## src/rtl/sevenseg_to_hex_capture.sv

```systemverilog
// Captures a scanned, active-low 4-digit 7-segment bus and decodes it back to a 16-bit hex frame.
// Optional build macro SEG_ALT9_EN: also accept the tailed 9 (abcdefg = 1111011).
module sevenseg_to_hex_capture #(
  parameter int unsigned STABLE_CYCLES = 4
) (
  input  logic        clk,
  input  logic        reset_n,
  input  logic [3:0]  anode_n,
  input  logic [6:0]  cathode_n,
  output logic [15:0] Out,
  output logic        valid,
  output logic [3:0]  digit_err,
  output logic        frame_err
);

  localparam int unsigned PAIR_W     = 11;
  localparam int unsigned CNT_W      = 8;
  localparam int unsigned NUM_DIGITS = 4;
  localparam int unsigned NIB_W      = 4;
  localparam int unsigned OUT_W      = NUM_DIGITS * NIB_W;

  localparam logic [CNT_W-1:0] STABLE_TGT = CNT_W'(STABLE_CYCLES);
  localparam logic [CNT_W-1:0] CNT_MAX    = '1;
  localparam logic [CNT_W-1:0] CNT_ONE    = CNT_W'(1);

  localparam logic [0:0] ST_SETTLE   = 1'b0;
  localparam logic [0:0] ST_CAPTURED = 1'b1;

  // Returns {err, nibble}; unknown patterns give nibble 0 with err set.
  function automatic logic [NIB_W:0] seg_decode(input logic [6:0] seg);
    logic [NIB_W:0] r;
    r = {1'b1, 4'h0};
    case (seg)
      7'b1111110: r = {1'b0, 4'h0};
      7'b0110000: r = {1'b0, 4'h1};
      7'b1101101: r = {1'b0, 4'h2};
      7'b1111001: r = {1'b0, 4'h3};
      7'b0110011: r = {1'b0, 4'h4};
      7'b1011011: r = {1'b0, 4'h5};
      7'b1011111: r = {1'b0, 4'h6};
      7'b1110000: r = {1'b0, 4'h7};
      7'b1111111: r = {1'b0, 4'h8};
      7'b1110011: r = {1'b0, 4'h9};
`ifdef SEG_ALT9_EN
      7'b1111011: r = {1'b0, 4'h9};
`endif
      7'b1110111: r = {1'b0, 4'hA};
      7'b0011111: r = {1'b0, 4'hB};
      7'b1001110: r = {1'b0, 4'hC};
      7'b0111101: r = {1'b0, 4'hD};
      7'b1001111: r = {1'b0, 4'hE};
      7'b1000111: r = {1'b0, 4'hF};
      default:    r = {1'b1, 4'h0};
    endcase
    return r;
  endfunction

  logic [PAIR_W-1:0]     sync1_q, sync1_d;
  logic [PAIR_W-1:0]     sync2_q, sync2_d;
  logic [PAIR_W-1:0]     prev_q, prev_d;
  logic [0:0]            state_q, state_d;
  logic [CNT_W-1:0]      cnt_q, cnt_d;
  logic [OUT_W-1:0]      shadow_q, shadow_d;
  logic [NUM_DIGITS-1:0] seen_q, seen_d;
  logic [NUM_DIGITS-1:0] err_sh_q, err_sh_d;
  logic [OUT_W-1:0]      out_q, out_d;
  logic                  valid_q, valid_d;
  logic [NUM_DIGITS-1:0] digit_err_q, digit_err_d;
  logic                  frame_err_q, frame_err_d;

  logic [3:0]            anode_s;
  logic [6:0]            seg_s;
  logic                  pair_chg;
  logic [CNT_W-1:0]      cnt_inc;
  logic                  capture;
  logic [NUM_DIGITS-1:0] slot_oh;
  logic [NIB_W:0]        dec;

  assign sync1_d  = {anode_n, cathode_n};
  assign sync2_d  = sync1_q;
  assign prev_d   = sync2_q;
  assign anode_s  = sync2_q[PAIR_W-1:7];
  assign seg_s    = ~sync2_q[6:0];
  assign pair_chg = (sync2_q != prev_q);
  assign cnt_inc  = (cnt_q == CNT_MAX) ? cnt_q : cnt_q + CNT_ONE;
  assign dec      = seg_decode(seg_s);

  // Qualification: a pair must hold STABLE_CYCLES synchronized clocks before one capture.
  always_comb begin
    state_d = state_q;
    cnt_d   = cnt_inc;
    capture = 1'b0;
    case (state_q)
      ST_SETTLE: begin
        if (pair_chg) cnt_d = CNT_ONE;
        if (cnt_d >= STABLE_TGT) begin
          state_d = ST_CAPTURED;
          capture = 1'b1;
        end
      end
      ST_CAPTURED: begin
        if (pair_chg) begin
          cnt_d = CNT_ONE;
          if (cnt_d >= STABLE_TGT) capture = 1'b1;
          else                     state_d = ST_SETTLE;
        end
      end
      default: state_d = ST_SETTLE;
    endcase
  end

  // Only a single selected anode maps to a slot; blank and multi-select scans map to none.
  always_comb begin
    slot_oh = '0;
    case (anode_s)
      4'b1110: slot_oh = 4'b0001;
      4'b1101: slot_oh = 4'b0010;
      4'b1011: slot_oh = 4'b0100;
      4'b0111: slot_oh = 4'b1000;
      default: slot_oh = '0;
    endcase
  end

  // Shadow capture and frame completion; shadow nibbles persist across frames.
  always_comb begin
    shadow_d    = shadow_q;
    seen_d      = seen_q;
    err_sh_d    = err_sh_q;
    out_d       = out_q;
    valid_d     = 1'b0;
    digit_err_d = digit_err_q;
    frame_err_d = frame_err_q;
    if (capture && (slot_oh != '0)) begin
      for (int i = 0; i < NUM_DIGITS; i++) begin
        if (slot_oh[i]) begin
          shadow_d[i*NIB_W +: NIB_W] = dec[NIB_W-1:0];
          err_sh_d[i]                = dec[NIB_W];
        end
      end
      seen_d = seen_q | slot_oh;
      if (seen_d == '1) begin
        out_d       = shadow_d;
        digit_err_d = err_sh_d;
        frame_err_d = |err_sh_d;
        valid_d     = 1'b1;
        seen_d      = '0;
        err_sh_d    = '0;
      end
    end
  end

  always_ff @(posedge clk or negedge reset_n) begin
    if (!reset_n) begin
      sync1_q     <= '1;
      sync2_q     <= '1;
      prev_q      <= '1;
      state_q     <= ST_SETTLE;
      cnt_q       <= '0;
      shadow_q    <= '0;
      seen_q      <= '0;
      err_sh_q    <= '0;
      out_q       <= '0;
      valid_q     <= 1'b0;
      digit_err_q <= '0;
      frame_err_q <= 1'b0;
    end else begin
      sync1_q     <= sync1_d;
      sync2_q     <= sync2_d;
      prev_q      <= prev_d;
      state_q     <= state_d;
      cnt_q       <= cnt_d;
      shadow_q    <= shadow_d;
      seen_q      <= seen_d;
      err_sh_q    <= err_sh_d;
      out_q       <= out_d;
      valid_q     <= valid_d;
      digit_err_q <= digit_err_d;
      frame_err_q <= frame_err_d;
    end
  end

  assign Out       = out_q;
  assign valid     = valid_q;
  assign digit_err = digit_err_q;
  assign frame_err = frame_err_q;

endmodule

```

## config.mk

```make
export PLATFORM = sky130hd
export DESIGN_NAME = sevenseg_to_hex_capture
export DESIGN_NICKNAME = d
export VERILOG_FILES = /design/src/rtl/sevenseg_to_hex_capture.sv
export SDC_FILE = /design/constraint.sdc
export NUM_CORES = 1
export LEC_CHECK = 0
export BUFFER_PORTS_ARGS = -buffer_cell sky130_fd_sc_hd__buf_2
export CORE_MARGIN = 2
export CORE_UTILIZATION = 30
export DETAILED_ROUTE_END_ITERATION = 10
export MAX_ROUTING_LAYER = met4
export SYNTH_ARGS = -nofsm -noshare
export SYNTH_HDL_FRONTEND = slang
export SYNTH_SLANG_ARGS = --single-unit
```

## constraint.sdc

```tcl
create_clock -name clk -period 6.4 [get_ports clk]
set_input_delay 0.64 -clock clk [delete_from_list [all_inputs] [get_ports clk]]
set_output_delay 0.64 -clock clk [all_outputs]
set_load 0.005 [all_outputs]
```

==> reports/results.txt <==
fillers -> 1326
Slew HR -> 24.1%
nets@finish -> 388
GRT Total Usage -> 12.3%
final-report hold violation count -> 0
htree depth -> 3
final wirelength -> 8230 µm
synthesized area per cell -> 11.7 µm²
WP data arrival -> 4.10 ns
outcome -> finished clean
CTS Buf Count -> 9
routability cong. -> 0.857
die width -> 121 µm
Final HPWL DP -> 5520 µm
gr ovfl total -> 0
CP endpoint kind -> register
CTS root buffer -> clkbuf_16
IO Pins -> 35
DIE HEIGHT -> 121 µm
max layer used -> met4
cts hold-fix bufs -> 0
asr flop ratio synth -> 100%
DRC errors left -> 0
placement row count -> 42
Worst-Skew Late Latency -> 0.34 ns
actual slew at the worst max-slew pin -> 1.14 ns
Synth Net Count -> 362
deepest clock path buffer count -> 2
1st-pass router iterations -> 4
Layout area overhead -> 15.0%
max cap viols -> 0
Hold Path Class -> in -> async
Non-Filler Instances -> 555
# setup viols final -> 0
antenna violations before repair -> 0
global-route wire length before repair -> 13900 µm
total clock sinks -> 88
Reg clk slew, reported paths -> 0.06 ns
initial core utilization -> 30.8%
VDD IR-drop max -> 0.139 mV
part of the Yosys area used for sequential elements -> 54.9%
Final period util -> 60.6%
DIE AREA -> 14600 µm²
Seq. cell area -> 2240 µm²
WL met1 -> 4110 µm
synth warn -> 0
CTS resizes -> 0
Post-Syn Area -> 4080 µm²
most frequent cells in the layout -> dfrtp_1 (55), mux2_2 (40), buf_2 (33), dfstp_2 (33)
dominant register cell in the synthesized netlist -> dfrtp_1
ratio of cells with drive above 1 in the final layout -> 36.4%
multi-input logic area -> 1720 µm²
count of cell types in the netlist -> 63
RSZ-0062 raised after global routing -> no
CORE AREA -> 13200 µm²
CTS tree -> done
Setup TNS -> 0 ns
number of synthesized flops with an enable pin -> 0
WL/cell -> 14.8 µm
count of input and output buffers -> 34
routed vias -> 2727
antenna-violating nets left -> 0
f_max -> 0.258 GHz
met3 routed wirelength -> 241 µm
n_diodes -> 0
DR WL met2 -> 3720 µm
leakage -> 2.07 nW
most common cell after layout, fill and taps aside -> dfrtp_1
Yosys reg bits -> 88
initial DRC count -> 230
CP Launch Type -> register
largest net degree at the start of global routing -> 56
fin crit period -> 3.88 ns
crit path max fanout -> 21
Synth Instances -> 348
drt via density -> 4.91
vias in the first global route -> 2748
kind of critical path -> reg -> reg
setup repair bufs after CTS -> 0
placed instance count -> 539
Max Clock Skew -> 0.00401 ns
Cell Pwr Density -> 256 nW/µm²
CP required -> 6.62 ns
Slew Viols, Final -> 0
==> where the power goes <==
part	switching, mW	total, mW	internal, mW
logic	0.0285	0.0468	0.0183
clock network	0.217	0.560	0.342
registers	0.0182	0.594	0.576
total	0.264	1.20	0.936
==> final timing paths <==
check                           start  slack [ns]  cells after the start         to
min reg2reg                sync1_q[4]        0.35                      0  prev_d[4]
min in group clk           sync1_q[4]        0.35                      0  prev_d[4]
max in group asynchronous     reset_n        5.11                      2    Out[12]
max                         prev_d[6]        2.52                      6     Out[4]
min                           reset_n        0.26                      1   cnt_q[5]
max reg2reg                 prev_d[6]        2.52                      6     Out[4]
==> synthesized netlist by cell type (3+ instances only) <==
library cell | count | share of area (%)
dfrtp_1 | 55 | 34
a21oi_1 | 14 | 1.7
nand2_1 | 23 | 2.1
o21ai_1 | 5 | 0.61
nor4_1 | 4 | 0.61
nor3_1 | 10 | 1.2
a211oi_1 | 3 | 0.55
inv_1 | 3 | 0.28
and4b_1 | 3 | 0.74
xor2_1 | 12 | 2.6
nor2_1 | 22 | 2.0
nand3b_1 | 4 | 0.74
nor3b_1 | 3 | 0.55
and2_1 | 4 | 0.61
buf_2 | 6 | 0.74
o21ai_0 | 23 | 2.8
clkbuf_1 | 10 | 0.92
dfstp_2 | 33 | 21
mux2_2 | 40 | 11
a31oi_1 | 8 | 1.2
nand4b_1 | 5 | 1.1
nor2b_1 | 3 | 0.46
nand3_1 | 6 | 0.74
==> cell type report <==
type                    instances  area share, %
multi-input cells             237           36.7
repair buffers                 35           3.83
flip-flops and latches         88           47.7
inverters                       3          0.240
clock inverters                 7           2.00
clock buffers                   9           4.79
well taps                     176           4.69
==> through the flow <==
step	area, µm²	hold slack, ns	setup slack, ns	total power [mW]	utilization [%]
after global placement	4380	0.346	2.71	0.649	33.1
final	4700	0.256	2.52	1.20	35.5
after detailed placement	4380	0.347	2.50	0.652	33.1
after global routing	4700	0.281	2.12	1.25	35.5
after floorplan	4080	0.344	3.93	0.628	-
after CTS	4700	0.263	2.47	1.22	35.5
==> critical path: stages, from the launching register on <==
cell	delay [ns]
dfstp_2	0.75
xor2_1	0.12
nor4_1	0.31
nand3_1	0.43
a211oi_2	0.65
nand3b_1	0.88
mux2_1	0.60
==> routing by layer <==
layer | vias up | global-route usage (%)
met3 | 13 | 2.50
met5 | - | -
li1 | 1318 | -
met1 | 1342 | 16.8
met2 | 54 | 18.0
met4 | 0 | 4.80
==> state kept, by name (all words and copies together), names as in the netlist <==
| register | count |
|---|---|
| prev_d | 11 |
| shadow_q | 16 |
| seen_q | 4 |
| prev_q | 11 |
| Out | 16 |
| frame_err | 1 |
| cnt_q | 8 |
| state_q | 1 |
| sync1_q | 11 |
| valid | 1 |
| digit_err | 4 |
| err_sh_q | 4 |
==> cells by family (layout without fill, tap and decap cells) <==
kind of cell / Yosys count / after routing / share of synthesized area [%]
AOI/OAI and AO/OA: 71 / 71 / 11.5
xor gates and xnor gates: 14 / 14 / 3.00
adders and majority gates: 1 / 1 / 0.306
and+or+nand+nor: 109 / 109 / 15.8
DFF: 88 / 88 / 54.9
muxes: 42 / 42 / 11.6
buffers and inverters: 23 / 54 / 2.85
No activity file was read; power rests on OpenSTA's default activity.
